<file path="src/rtl/mem_port_arbiter.sv">
// mem_port_arbiter: shares one single-ported memory between the fetch and data ports,
// data first, with a watchdog that turns a missing memory ack into a sticky error.
module mem_port_arbiter #(
    parameter int ADDR_W  = 32,
    parameter int DATA_W  = 32,
    parameter int TIMEOUT = 64
) (
    input  logic              clk_i,
    input  logic              rst_i,
    input  logic              if_req_i,
    input  logic [ADDR_W-1:0] if_addr_i,
    output logic [DATA_W-1:0] if_data_o,
    output logic              if_ack_o,
    input  logic              dm_req_i,
    input  logic              dm_we_i,
    input  logic [ADDR_W-1:0] dm_addr_i,
    input  logic [DATA_W-1:0] dm_wdata_i,
    output logic [DATA_W-1:0] dm_rdata_o,
    output logic              dm_ack_o,
    output logic              mem_enable_o,
    output logic              mem_write_o,
    output logic [ADDR_W-1:0] mem_addr_o,
    output logic [DATA_W-1:0] mem_data_o,
    input  logic [DATA_W-1:0] mem_data_i,
    input  logic              mem_ack_i,
    output logic              stall_o,
    output logic              err_o
);
    localparam int CW = $clog2(TIMEOUT);
    typedef enum logic [1:0] {IDLE, BUSY_I, BUSY_D, DONE} state_t;
    state_t state, state_nx;
    logic own_d, we, busy, expire;
    logic [CW-1:0] cnt;
    always_ff @(posedge clk_i or posedge rst_i)
        if (rst_i) state <= IDLE;
        else state <= state_nx;
    always_comb begin
        busy = state == BUSY_I || state == BUSY_D;
        expire = busy && !mem_ack_i && cnt == CW'(TIMEOUT - 1);
        state_nx = state == IDLE ? (dm_req_i ? BUSY_D : if_req_i ? BUSY_I : IDLE) :
                   state == DONE ? IDLE :
                   (mem_ack_i || expire) ? DONE : state;
        mem_enable_o = busy;
        mem_write_o = state == BUSY_D && we;
        if_ack_o = state == DONE && !own_d;
        dm_ack_o = state == DONE && own_d;
    end
    assign stall_o = (if_req_i && !if_ack_o) || (dm_req_i && !dm_ack_o);
    always_ff @(posedge clk_i or posedge rst_i) begin
        if (rst_i) begin
            own_d <= 1'b0;
            we <= 1'b0;
            cnt <= '0;
            mem_addr_o <= '0;
            mem_data_o <= '0;
            if_data_o <= '0;
            dm_rdata_o <= '0;
            err_o <= 1'b0;
        end else begin
            if (state == IDLE && dm_req_i) begin
                own_d <= 1'b1;
                we <= dm_we_i;
                mem_addr_o <= dm_addr_i;
                mem_data_o <= dm_wdata_i;
            end else if (state == IDLE && if_req_i) begin
                own_d <= 1'b0;
                we <= 1'b0;
                mem_addr_o <= if_addr_i;
            end
            cnt <= busy ? cnt + 1'b1 : '0;
            // a write never touches dm_rdata_o, not even when it times out
            if (busy && mem_ack_i) begin
                if (state == BUSY_I) if_data_o <= mem_data_i;
                else if (!we) dm_rdata_o <= mem_data_i;
            end else if (expire) begin
                err_o <= 1'b1;
                if (state == BUSY_I) if_data_o <= '0;
                else if (!we) dm_rdata_o <= '0;
            end
        end
    end
endmodule

</file>
<file path="config.mk">
export PLATFORM = sky130hd
export DESIGN_NAME = mem_port_arbiter
export DESIGN_NICKNAME = d
export VERILOG_FILES = /design/src/rtl/mem_port_arbiter.sv
export SDC_FILE = /design/constraint.sdc
export NUM_CORES = 1
export LEC_CHECK = 0
export BUFFER_PORTS_ARGS = -buffer_cell sky130_fd_sc_hd__buf_2
export CORE_AREA = 2 2 124 126
export DETAILED_ROUTE_END_ITERATION = 7
export DIE_AREA = 0 0 126 128
export PLACE_DENSITY_LB_ADDON = 0.12
export SLEW_MARGIN = 0
export SYNTH_ARGS = -nofsm -noshare
export SYNTH_HDL_FRONTEND = slang
export SYNTH_SLANG_ARGS = --single-unit
export TNS_END_PERCENT = 30
</file>
<file path="constraint.sdc">
create_clock -name clk_i -period 4.1 [get_ports clk_i]
set_clock_uncertainty 0.05 [all_clocks]
set_input_delay 0.615 -clock clk_i [delete_from_list [all_inputs] [get_ports clk_i]]
set_output_delay 0.615 -clock clk_i [all_outputs]
set_load 0.02 [all_outputs]
</file>
==> results of run 1 <==
critical path: cells and delay by family (launching register included):
family                     cells  cell delay [ns]
buffers and inverters          2             0.46
and+or+nand+nor                1             0.65
DFF                            1             0.40
adders and majority gates      1             0.58
AOI/OAI and AO/OA              2             0.24
worst paths after layout:
kind | slack [ns] | depth (start not counted) | to | from
setup / recovery | 1.62 | 6 | dm_rdata_o[28]$_DFFE_PP0P_ | state[1]$_DFFE_PP0P_
hold / removal | 0.24 | 2 | dm_rdata_o[21]$_DFFE_PP0P_ | rst_i
setup reg to reg | 1.62 | 6 | dm_rdata_o[28]$_DFFE_PP0P_ | state[1]$_DFFE_PP0P_
max in group asynchronous | 2.91 | 3 | mem_data_o[29]$_DFFE_PP0P_ | rst_i
min in group clk_i | 0.38 | 2 | mem_data_o[31]$_DFFE_PP0P_ | dm_wdata_i[31]
hold reg to reg | 0.41 | 1 | cnt[0]$_DFF_PP0_ | cnt[0]$_DFF_PP0_
cell usage after synthesis (2+ instances only):
master,count
dfrtp_1,139
nand2_1,100
o21ai_0,72
a21oi_1,33
mux2i_1,33
nor2b_1,31
a22oi_1,28
mux2_2,28
o21ai_1,28
buf_6,15
buf_2,12
clkbuf_1,8
and2_1,6
mux2_4,6
clkbuf_2,5
ha_1,5
a22oi_2,4
and2b_1,4
buf_4,3
inv_1,3
nand2_2,2
nand3_1,2
nor2_1,2
xnor2_1,2
report_power, final:
part	switching, W	internal, W
clock	0.000547	0.00100
sequential	0.000345	0.00195
combinational	0.00194	0.00125
total	0.00284	0.00420
state kept, by name (all words and copies together) (netlist names):
| signal | cells |
|---|---|
| state | 2 |
| we | 1 |
| mem_data_o | 32 |
| mem_addr_o | 32 |
| dm_rdata_o | 32 |
| own_d | 1 |
| err_o | 1 |
| if_data_o | 32 |
| cnt | 6 |
per-stage QoR:
stage / util [%] / power, W / setup WS, ns
4_1_cts: 55.67 / 0.007125 / 1.566
5_1_grt: 55.67 / 0.007568 / 1.415
3_5_place_dp: 51.64 / 0.005552 / 1.585
3_3_place_gp: 51.64 / 0.005430 / 1.718
6_report: 55.67 / 0.007039 / 1.620
2_1_floorplan: - / 0.004607 / 1.700
cell usage in the layout, fill, tap and decap left out, types with 6 or more instances in the layout:
cell type and n:
buf_2 267, dfrtp_1 139, nand2_1 100, o21ai_0 72, mux2i_1 33, a21oi_1 33
nor2b_1 31, mux2_2 28, a22oi_1 28, o21ai_1 27, clkbuf_16 17, buf_4 9
mux2_4 6, and2_1 6
layout make-up:
type                    count  area [um2]
clock buffers              25       485.5
clock inverters             7       112.6
fillers                  1336        6590
inverters                   3       15.01
multi-input cells         396        2524
flip-flops and latches    139        3478
well taps                 188       235.2
repair buffers            277        1424
cell families after synthesis:
| group | count (synthesis) | share of synthesized area [%] |
|---|---|---|
| AOI/OAI and AO/OA | 168 | 15.12 |
| xor gates and xnor gates | 3 | 0.4184 |
| adders and majority gates | 5 | 0.9960 |
| buffers and inverters | 46 | 5.060 |
| DFF | 139 | 55.38 |
| muxes | 67 | 11.71 |
| and+or+nand+nor | 153 | 11.32 |
layer usage:
metal  global-route usage [%]  vias up  routed length [um]
li1                         -     2509                   -
met1                    26.00     2434                6682
met2                    33.33      210                7820
met3                    5.801       27                1184
met4                    8.080        0                 339
met5                        0        -                   0
==> reports/results.md, run 1 <==
| Metric | Reported | Unit |
|---|---|---|
| Status | finished, final reports clean | - |
| Clock insertion delay at the later pin of the skew report | 0.41 | ns |
| Count of hold buffers inserted by post-cts repair | 0 | - |
| Cell type with the highest aggregate area in the netlist | dfrtp_1 | - |
| Worst hold-check path type | input pin to async pin | - |
| Number of library cell types mapped by synthesis | 34 | - |
| Worst slack on hold paths | 0.2363 | ns |
| DRC errors left | 0 | - |
| Total overflow reported by the global router | 0 | - |
| First-pass iteration count of the detailed router | 5 | - |
| Startpoint type of the worst setup path | flop | - |
| Starting DRT DRC Count | 356 | - |
| Cells after synthesis | 581 | - |
| Via count of the first global-routing pass | 5,340 | - |
| Count of inserted antenna diode cells | 0 | - |
| Ratio of routed vias to standard cells | 5.005 | - |
| Proportion of synthesized flip-flops having asynchronous set or reset | 100.0 | % |
| Max-cap violation count | 0 | - |
| Maximum buffer depth of the clock tree | 2 | - |
| Series of cell instances along the critical path | inv_1, ha_1, or2_1, buf_4, a22oi_1, o21ai_1 | - |
| Power density relative to cell area | 850.8 | nW/um2 |
| Area contributors post-synth | dfrtp_1, nand2_1, o21ai_0 | - |
| Signal arrival time at the worst endpoint | 2.76 | ns |
| Wire length of the first global-routing pass | 26,450 | um |
| Via count | 5,180 | - |
| Clk pin slew, worst setup/hold paths | 0.05 | ns |
| Total Wirelength | 16,030 | um |
| Depth of the CTS H-tree | 4 | - |
| Peak fanout along the critical path | 18 | - |
| Area added between synthesis and finish | 31.73 | % |
| Input/output buffers | 267 | - |
| Dpl cell area | 7676 | um2 |
| Clock tree sinks | 139 | - |
| Post-synthesis sequential element count | 139 | - |
| Unrepaired setup endpoints after global routing | false | - |
| Post-cts gate resize count | 0 | - |
| Post-layout instance area | 8274 | um2 |
| Layout cells sized above 1 | 41.20 | % |
| Mean instance size in the synthesized netlist | 10.81 | um2 |
| Number of antenna violations at the first check in global routing | 0 | - |
| Detailed-route wire length per cell | 15.48 | um |
| Least-Margin Pin Slew | 0.9973 | ns |
| Count of flip-flops with a built-in enable after synthesis | 0 | - |
| Seq/Total Area, Yosys | 55.38 | % |
| Number of placement rows | 45 | - |
| Synthesized net count | 720 | - |
| Setup tns final | 0 | ns |
| Critical path's largest stage delay | 0.65 | ns |
| Placed cells | 1,003 | - |
| Crit-path slowest cell | or2_1 | - |
| Synth top area share | 55.38 | % |
| Count of placed standard cells in the final layout, fillers left out | 1,035 | - |
| Endpoint required time on the critical path | 4.38 | ns |
| Endpoints failing setup | 0 | - |
| Mapped cell area | 6281 | um2 |
| Fmax | 403.3 | MHz |
| VDD IR-drop max | 0.3877 | mV |
| Number of hold violations in the final report | 0 | - |
| Count of boundary I/O pins | 268 | - |
| Setup Crit Path Kind | flop to flop | - |
| Height of the chip | 128 | um |
| Share of the cycle needed by the critical path after routing | 60.48 | % |
| Die W | 126 | um |
| Gr usage total | 20.47 | % |
| Post-detailed-route count of antenna-violating nets | 0 | - |
| Weighted congestion at the end of routability-driven global placement | 0.7847 | - |
| Final layout net count | 973 | - |
| Initial Util | 42.26 | % |
| Cell chosen for the clock root | clkbuf_16 | - |
| Max-slew violation count | 0 | - |
| Worst slew margin relative to its limit | 33.51 | % |
| TritonCTS clock tree | done | - |
| Area of the core | 14,860 | um2 |
| Die area | 16,130 | um2 |
| Setup Fix Bufs, Post-CTS | 0 | - |
| Total leakage power | 4.241 | nW |
| Clock period minus final worst setup slack | 2.480 | ns |
| Placed wire-length estimate | 11,350 | um |
| TritonCTS buffer count | 17 | - |
| Pin count of the biggest net entering global routing | 67 | - |
| Kind of end point of the critical path | flop | - |
| Total of warnings raised by yosys | 0 | - |
| Synth Flop Type | dfrtp_1 | - |
(Power assumes the default switching activity.)
==> run 2, diff against run 1 <==
clock period = 2.05 ns   (was 4.1 ns; I/O delays follow)
==> run 2 against run 1 <==
Net effect:
- first-iteration DRC count decreased by 21%
- critical path depth is 3 lower
- utilization grew 1.0 points
- via count grew 1.0%
- combinational power is 110% higher
- routed wire length hardly changed
- cell count is 1.3% higher
- non-clock buffer count up 13
- critical path type is now flop to output port
==> reports/results.md, run 2 (synthesized netlist as in run 1, its figures left out) <==
| Metric | Reported | Unit | vs previous |
|---|---|---|---|
| Placed cells | 1,015 | - | was 1,003 |
| DRC errors left | 0 | - | unchanged |
| Ratio of routed vias to standard cells | 4.992 | - | was 5.005 |
| Number of filler instances in the final layout | 1,335 | - | was 1,336 |
| Starting DRT DRC Count | 280 | - | was 356 |
| Clock insertion delay at the later pin of the skew report | 0.42 | ns | was 0.41 ns |
| Max-slew violation count | 0 | - | unchanged |
| Share of the cycle needed by the critical path after routing | 93.04 | % |  |
| Crit-path slowest cell | ha_2 | - | was or2_1 |
| Clock period minus final worst setup slack | 1.907 | ns |  |
| Detailed-route wire length per cell | 15.30 | um | was 15.48 um |
| Initial Util | 42.26 | % | unchanged |
| Worst hold-check path type | input pin to flop | - | was input pin to async pin |
| Cell family with most CP delay | adder cells | - | was simple AND/OR/NAND/NOR gates |
| Power density relative to cell area | 1681 | nW/um2 | was 850.8 nW/um2 |
| Peak fanout along the critical path | 12 | - | was 18 |
| Critical path's largest stage delay | 0.43 | ns | was 0.65 ns |
| Post-detailed-route count of antenna-violating nets | 0 | - | unchanged |
| Count of inserted antenna diode cells | 0 | - | unchanged |
| Wire length of the first global-routing pass | 25,760 | um | was 26,450 um |
| Weighted congestion at the end of routability-driven global placement | 0.8091 | - | was 0.7847 |
| Final layout net count | 986 | - | was 973 |
| Status | finished, final reports clean | - | unchanged |
| Dpl cell area | 7841 | um2 | was 7676 um2 |
| Count of placed standard cells in the final layout, fillers left out | 1,048 | - | was 1,035 |
| Max-cap violation count | 0 | - | unchanged |
| Total leakage power | 4.315 | nW | was 4.241 nW |
| Area added between synthesis and finish | 34.20 | % | was 31.73% |
| Kind of end point of the critical path | output port | - | was flop |
| Sequential standard cell area | 3478 | um2 | unchanged |
| Worst slew margin relative to its limit | 60.90 | % | was 33.51% |
| Total overflow reported by the global router | 0 | - | unchanged |
| Endpoint required time on the critical path | 1.69 | ns | was 4.38 ns |
| Post-layout instance area | 8429 | um2 | was 8274 um2 |
| Clk pin slew, worst setup/hold paths | 0.06 | ns | was 0.05 ns |
| TritonCTS clock tree | done | - | unchanged |
| Signal arrival time at the worst endpoint | 1.55 | ns | was 2.76 ns |
| Cell chosen for the clock root | clkbuf_16 | - | unchanged |
| Via count of the first global-routing pass | 5,280 | - | was 5,340 |
| Total Wirelength | 16,040 | um | was 16,030 um |
| Total power of the final layout | 0.01417 | W | was 0.007039 W |
| Unrepaired setup endpoints after global routing | false | - | unchanged |
| Highest-count cells in the layout ignoring fill and taps | buf_2, dfrtp_1, nand2_1 | - | unchanged |
| Setup Crit Path Kind | flop to output port | - | was flop to flop |
| Least-Margin Pin Slew | 0.5865 | ns | was 0.9973 ns |
| Input/output buffers | 267 | - | unchanged |
| Placed wire-length estimate | 11,440 | um | was 11,350 um |
| Number of placement rows | 45 | - | unchanged |
| Series of cell instances along the critical path | inv_1, ha_2, buf_2 | - | was inv_1, ha_1, or2_1, buf_4, a22oi_1, o21ai_1 |
| Commonest non-fill, non-tap cell in the layout | buf_2 | - | unchanged |
| Fmax | 524.3 | MHz |  |
| Startpoint type of the worst setup path | flop | - | unchanged |
| CP bufs+invs | 2 | - | unchanged |
| Layout cells sized above 1 | 41.98 | % | was 41.20% |
| VDD IR-drop max | 0.8536 | mV | was 0.3877 mV |
| TritonCTS buffer count | 17 | - | unchanged |
| Number of antenna violations at the first check in global routing | 0 | - | unchanged |
| First-pass iteration count of the detailed router | 4 | - | was 5 |
| Die area | 16,130 | um2 | unchanged |
| Count of boundary I/O pins | 268 | - | unchanged |
| Clock tree sinks | 139 | - | unchanged |
| Depth of the CTS H-tree | 4 | - | unchanged |
| Maximum buffer depth of the clock tree | 2 | - | unchanged |
| Pin count of the biggest net entering global routing | 111 | - | was 67 |
| Gr usage total | 20.09 | % | was 20.47% |
| Area taken by multi-input logic gates | 2526 | um2 | was 2524 um2 |
| Endpoints failing setup | 0 | - | unchanged |
| Via count | 5,232 | - | was 5,180 |
| Die W | 126 | um | unchanged |
| Height of the chip | 128 | um | unchanged |
| Area of the core | 14,860 | um2 | unchanged |
| Number of hold violations in the final report | 0 | - | unchanged |
==> run 2: repair_timing <==
| item | 4_1_cts | 5_1_grt |
|---|---|---|
| gates resized for setup | 0 | 1 |
| endpoints found under the hold margin | 29 | 0 |
| setup endpoints to repair | 0 | 18 |
| hold buffers | 1 | 0 |
| buffers inserted | 0 | 0 |
==> run 2: worst reg2reg max path, stage by stage, from the launching register on <==
cell      delay (ns)
dfrtp_1         0.39
inv_1           0.08
ha_2            0.43
nand4b_1        0.13
o21ai_0         0.28
mux2_2          0.37
==> run 2: worst paths after layout <==
| path | start | endpoint | slack [ns] | cells after the start |
|---|---|---|---|---|
| worst max-delay path | state[0]$_DFFE_PP0P_ | mem_enable_o | 0.14 | 3 |
| worst max register to register | state[0]$_DFFE_PP0P_ | state[0]$_DFFE_PP0P_ | 0.19 | 5 |
| max in group asynchronous | rst_i | mem_data_o[25]$_DFFE_PP0P_ | 0.95 | 4 |
| min in group asynchronous | rst_i | mem_addr_o[21]$_DFFE_PP0P_ | 0.52 | 4 |
| worst min register to register | cnt[0]$_DFF_PP0_ | cnt[0]$_DFF_PP0_ | 0.42 | 1 |
| worst min-delay path | dm_wdata_i[27] | mem_data_o[27]$_DFFE_PP0P_ | 0.07 | 2 |
==> run 2: report_power, final <==
part	switching, W	total (W)	internal [W]
Sequential	0.000689	0.00458	0.00389
Combinational	0.00392	0.00659	0.00267
Clock	0.00111	0.00300	0.00189
==> run 2: per-stage QoR <==
stage | hold slack [ns] | setup WS (ns) | util [%] | TNS, ns
after CTS | 0.04648 | 0.01639 | 56.69 | 0
after global routing | 0.03859 | 0.03489 | 56.71 | 0
after detailed placement | 0.4064 | 0.09479 | 52.75 | 0
final | 0.06751 | 0.1426 | 56.71 | 0
after global placement | 0.3974 | 0.2012 | 52.75 | 0
after floorplan | 0.3816 | -0.04261 | - | -5.922
==> run 2: area by class of cell <==
| class | count | share of cell area (%) |
|---|---|---|
| Clock inverter | 6 | 1.024 |
| Multi-Input combinational cell | 396 | 29.97 |
| Tap cell | 188 | 2.791 |
| Sequential cell | 139 | 41.26 |
| Timing Repair Buffer | 290 | 18.97 |
| Inverter | 3 | 0.1781 |
| Clock buffer | 26 | 5.804 |
==> run 2: layer usage <==
layer	vias up	track usage, %	part of all wire (%)
li1	2539	-	-
met1	2490	24.39	42
met2	180	33.21	49
met3	23	7.262	7.2
met4	0	7.175	1.6
met5	-	0	0
==> run 3, diff against run 2 <==
ABC_AREA = 1   (was unset)
CORE_AREA = 2 2 122 124   (was 2 2 124 126)
DIE_AREA = 0 0 124 126   (was 0 0 126 128)
PLACE_DENSITY = 0.73   (was unset)
PLACE_DENSITY_LB_ADDON = unset   (was 0.12)
==> run 3 against run 2 <==
Net effect:
- setup slack improved by 0.0050 ns
- synthesized cell count up 24%
- cell count rose by 13%
- fmax grew 0.26%
- sequential share of layout area increased by 1.5 points
- first-iteration DRC count is 4.6% higher
- area after synthesis fell by 4.6%
- sequential power up 3%
- critical endpoint unchanged
- clock-buffer cell count down 8
==> reports/results.md, run 3 <==
| Metric | Reported | Unit | vs previous |
|---|---|---|---|
| Status | finished, final reports clean | - | unchanged |
| Unrepaired setup endpoints after global routing | false | - | unchanged |
| Series of cell instances along the critical path | inv_1, ha_1, buf_4, buf_2 | - | was inv_1, ha_2, buf_2 |
| Mean instance size in the synthesized netlist | 8.288 | um2 | was 10.81 um2 |
| Layout cells sized above 1 | 33.03 | % | was 41.98% |
| Synth top area share | 58.05 | % | was 55.38% |
| Count of inserted antenna diode cells | 0 | - | unchanged |
| Least-Margin Pin Slew | 0.4457 | ns | was 0.5865 ns |
| Height of the chip | 126 | um | was 128 um |
| Gr usage total | 21.94 | % | was 20.09% |
| Critical path's largest stage delay | 0.37 | ns | was 0.43 ns |
| Ratio of routed vias to standard cells | 4.744 | - | was 4.992 |
| Endpoint required time on the critical path | 1.69 | ns | about the same |
| Proportion of synthesized flip-flops having asynchronous set or reset | 100.0 | % | unchanged |
| Maximum buffer depth of the clock tree | 2 | - | unchanged |
| Total power of the final layout | 0.01410 | W | was 0.01417 W |
| Starting DRT DRC Count | 293 | - | was 280 |
| Clock period minus final worst setup slack | 1.902 | ns | was 1.907 ns |
| Max-cap violation count | 0 | - | unchanged |
| Dominant cell by count in the synthesized netlist | nand2_1 | - | was dfrtp_1 |
| Fmax | 525.6 | MHz | was 524.3 MHz |
| Count of boundary I/O pins | 268 | - | unchanged |
| Number of antenna violations at the first check in global routing | 1 | - | was 0 |
| TritonCTS clock tree | done | - | unchanged |
| Sequential standard cell area | 3478 | um2 | unchanged |
| Setup Fix Bufs, Post-CTS | 0 | - | unchanged |
| Signal arrival time at the worst endpoint | 1.54 | ns | was 1.55 ns |
| Highest-count cells in the layout ignoring fill and taps | nand2_1, buf_2, dfrtp_1 | - | was buf_2, dfrtp_1, nand2_1 |
| Area taken by multi-input logic gates | 2135 | um2 | was 2526 um2 |
| Total Wirelength | 16,750 | um | was 16,040 um |
| Die W | 124 | um | was 126 um |
| Synthesized net count | 862 | - | was 720 |
| Clock tree sinks | 139 | - | unchanged |
| Endpoints failing setup | 0 | - | unchanged |
| Placed wire-length estimate | 12,100 | um | was 11,440 um |
| Setup tns final | 0 | ns | unchanged |
| Total leakage power | 4.738 | nW | was 4.315 nW |
| Count of flip-flops with a built-in enable after synthesis | 0 | - | unchanged |
| First-pass iteration count of the detailed router | 4 | - | unchanged |
| Share of the cycle needed by the critical path after routing | 92.80 | % | was 93.04% |
| Cells after synthesis | 723 | - | was 581 |
| Area contributors post-synth | dfrtp_1, nand2_1, nor2_1 | - | was dfrtp_1, nand2_1, o21ai_0 |
| Cell type with the highest aggregate area in the netlist | dfrtp_1 | - | unchanged |
| Clk pin slew, worst setup/hold paths | 0.06 | ns | about the same |
| VDD IR-drop max | 0.7895 | mV | was 0.8536 mV |
| Cell family with most CP delay | buffers and inverters | - | was adder cells |
| Crit-path slowest cell | dfrtp_1 | - | was ha_2 |
| Commonest non-fill, non-tap cell in the layout | nand2_1 | - | was buf_2 |
| Initial Util | 41.86 | % | was 42.26% |
| Post-detailed-route count of antenna-violating nets | 0 | - | unchanged |
| Power density relative to cell area | 1732 | nW/um2 | was 1681 nW/um2 |
| Seq/Total Area, Yosys | 58.05 | % | was 55.38% |
| TritonCTS buffer count | 17 | - | unchanged |
| Clock insertion delay at the later pin of the skew report | 0.41 | ns | was 0.42 ns |
| Total overflow reported by the global router | 0 | - | unchanged |
| Post-synthesis sequential element count | 139 | - | unchanged |
| Number of placement rows | 44 | - | was 45 |
| Via count | 5,612 | - | was 5,232 |
| Weighted congestion at the end of routability-driven global placement | 0.8687 | - | was 0.8091 |
| Number of filler instances in the final layout | 1,358 | - | was 1,335 |
| Wire length of the first global-routing pass | 26,650 | um | was 25,760 um |
| Worst slew margin relative to its limit | 70.28 | % | was 60.90% |
| Depth of the CTS H-tree | 4 | - | unchanged |
| Kind of end point of the critical path | output port | - | unchanged |
| Max-slew violation count | 0 | - | unchanged |
| Pin count of the biggest net entering global routing | 85 | - | was 111 |
| Top post-synthesis cells by count | nand2_1, dfrtp_1, nor2_1 | - | was dfrtp_1, nand2_1, o21ai_0 |
| Worst hold-check path type | input pin to flop | - | unchanged |
| Number of library cell types mapped by synthesis | 20 | - | was 34 |
| Input/output buffers | 267 | - | unchanged |
| Area of the core | 14,310 | um2 | was 14,860 um2 |
| Synth Flop Type | dfrtp_1 | - | unchanged |
| Via count of the first global-routing pass | 5,332 | - | was 5,280 |
| Post-cts gate resize count | 0 | - | unchanged |
| Cell chosen for the clock root | clkbuf_16 | - | unchanged |
| Die area | 15,620 | um2 | was 16,130 um2 |
| Detailed-route wire length per cell | 14.16 | um | was 15.30 um |
| Area added between synthesis and finish | 35.89 | % | was 34.20% |
| CP bufs+invs | 3 | - | was 2 |
| Setup Crit Path Kind | flop to output port | - | unchanged |
| Startpoint type of the worst setup path | flop | - | unchanged |
| DRC errors left | 0 | - | unchanged |
| Peak fanout along the critical path | 6 | - | was 12 |
| Mapped cell area | 5992 | um2 | was 6281 um2 |
| Number of hold violations in the final report | 0 | - | unchanged |
| Final layout net count | 1,125 | - | was 986 |
| Total of warnings raised by yosys | 0 | - | unchanged |
-- run 3: cell count changes in the layout (fill, tap and decap cells not counted), sizes merged, moves of 8 or more --
cell    before  now
inv          2   47
nor2         2   73
a21oi       33    3
nor2b       31    0
clkbuf      26   18
a22oi       32    0
nand2      102  312
mux2i       33    0
o21ai      100   70
nand3        2   36
mux2        34    0
-- run 3: logic make-up (layout without fill, tap and decap cells) --
kind of cell / count (synthesis) / in the layout / synth area share, %
and+or+nand+nor: 421 / 421 / 28.25
DFF: 139 / 139 / 58.05
buffers and inverters: 84 / 360 / 6.452
AOI/OAI and AO/OA: 74 / 74 / 6.202
adders and majority gates: 5 / 5 / 1.044
-- run 3: area by class of cell --
class,count,share of cell area [%]
Tap cell,184,2.827
Clock inverter,14,1.998
Timing Repair Buffer,284,18.78
Sequential cell,139,42.72
Clock buffer,18,5.393
Multi-Input combinational cell,500,26.21
Inverter,44,2.074
-- run 3: through the flow --
| step | utilization (%) | worst slack, ns | instance area (um2) | std cells | hold WS [ns] |
|---|---|---|---|---|---|
| 2_1_floorplan | - | -0.04261 | 5996 | 723 | 0.3671 |
| 3_3_place_gp | 52.61 | 0.3587 | 7531 | 1150 | 0.3971 |
| 3_5_place_dp | 52.61 | 0.3199 | 7531 | 1150 | 0.4009 |
| 4_1_cts | 56.89 | 0.1218 | 8143 | 1183 | 0.01926 |
| 5_1_grt | 56.89 | 0.05565 | 8143 | 1183 | 0.01854 |
| 6_report | 56.89 | 0.1476 | 8143 | 1183 | 0.03764 |
-- run 3: timing repair --
item | in CTS | in global routing
hold buffers | 1 | 0
endpoints found under the setup margin | 0 | 0
hold endpoints to repair | 55 | 0
-- run 3: path summary, 6_finish.rpt --
check,startpoint,slack (ns),cells past startpoint,end
worst max-delay path,state[0]$_DFFE_PP0P_,0.15,4,mem_enable_o
worst min-delay path,dm_wdata_i[16],0.04,3,mem_data_o[16]$_DFFE_PP0P_
max in group asynchronous,rst_i,1.03,4,dm_rdata_o[28]$_DFFE_PP0P_
min in group asynchronous,rst_i,0.53,4,mem_data_o[3]$_DFFE_PP0P_
worst min register to register,dm_rdata_o[30]$_DFFE_PP0P_,0.42,2,dm_rdata_o[30]$_DFFE_PP0P_
worst max register to register,state[0]$_DFFE_PP0P_,0.30,9,if_data_o[16]$_DFFE_PP0P_
-- run 3: where the power goes --
| group | internal (W) | switching (W) | total (W) |
|---|---|---|---|
| registers | 0.00400 | 0.000725 | 0.00473 |
| clock network | 0.00185 | 0.00124 | 0.00309 |
| logic | 0.00206 | 0.00422 | 0.00628 |
| total | 0.00792 | 0.00618 | 0.0141 |
-- run 3: routing by layer --
| metal | vias to the layer above | track usage [%] | share of wire [%] |
|---|---|---|---|
| met5 | - | 0 | 0.078 |
| met4 | 2 | 7.270 | 1.5 |
| met3 | 18 | 6.567 | 8.1 |
| met2 | 229 | 36.78 | 49 |
| met1 | 2595 | 26.93 | 42 |
| li1 | 2768 | - | - |
-- run 3: worst min-delay path: stages --
cell,delay (ns)
buf_2,0.07
nand2_1,0.04
nand2_1,0.04
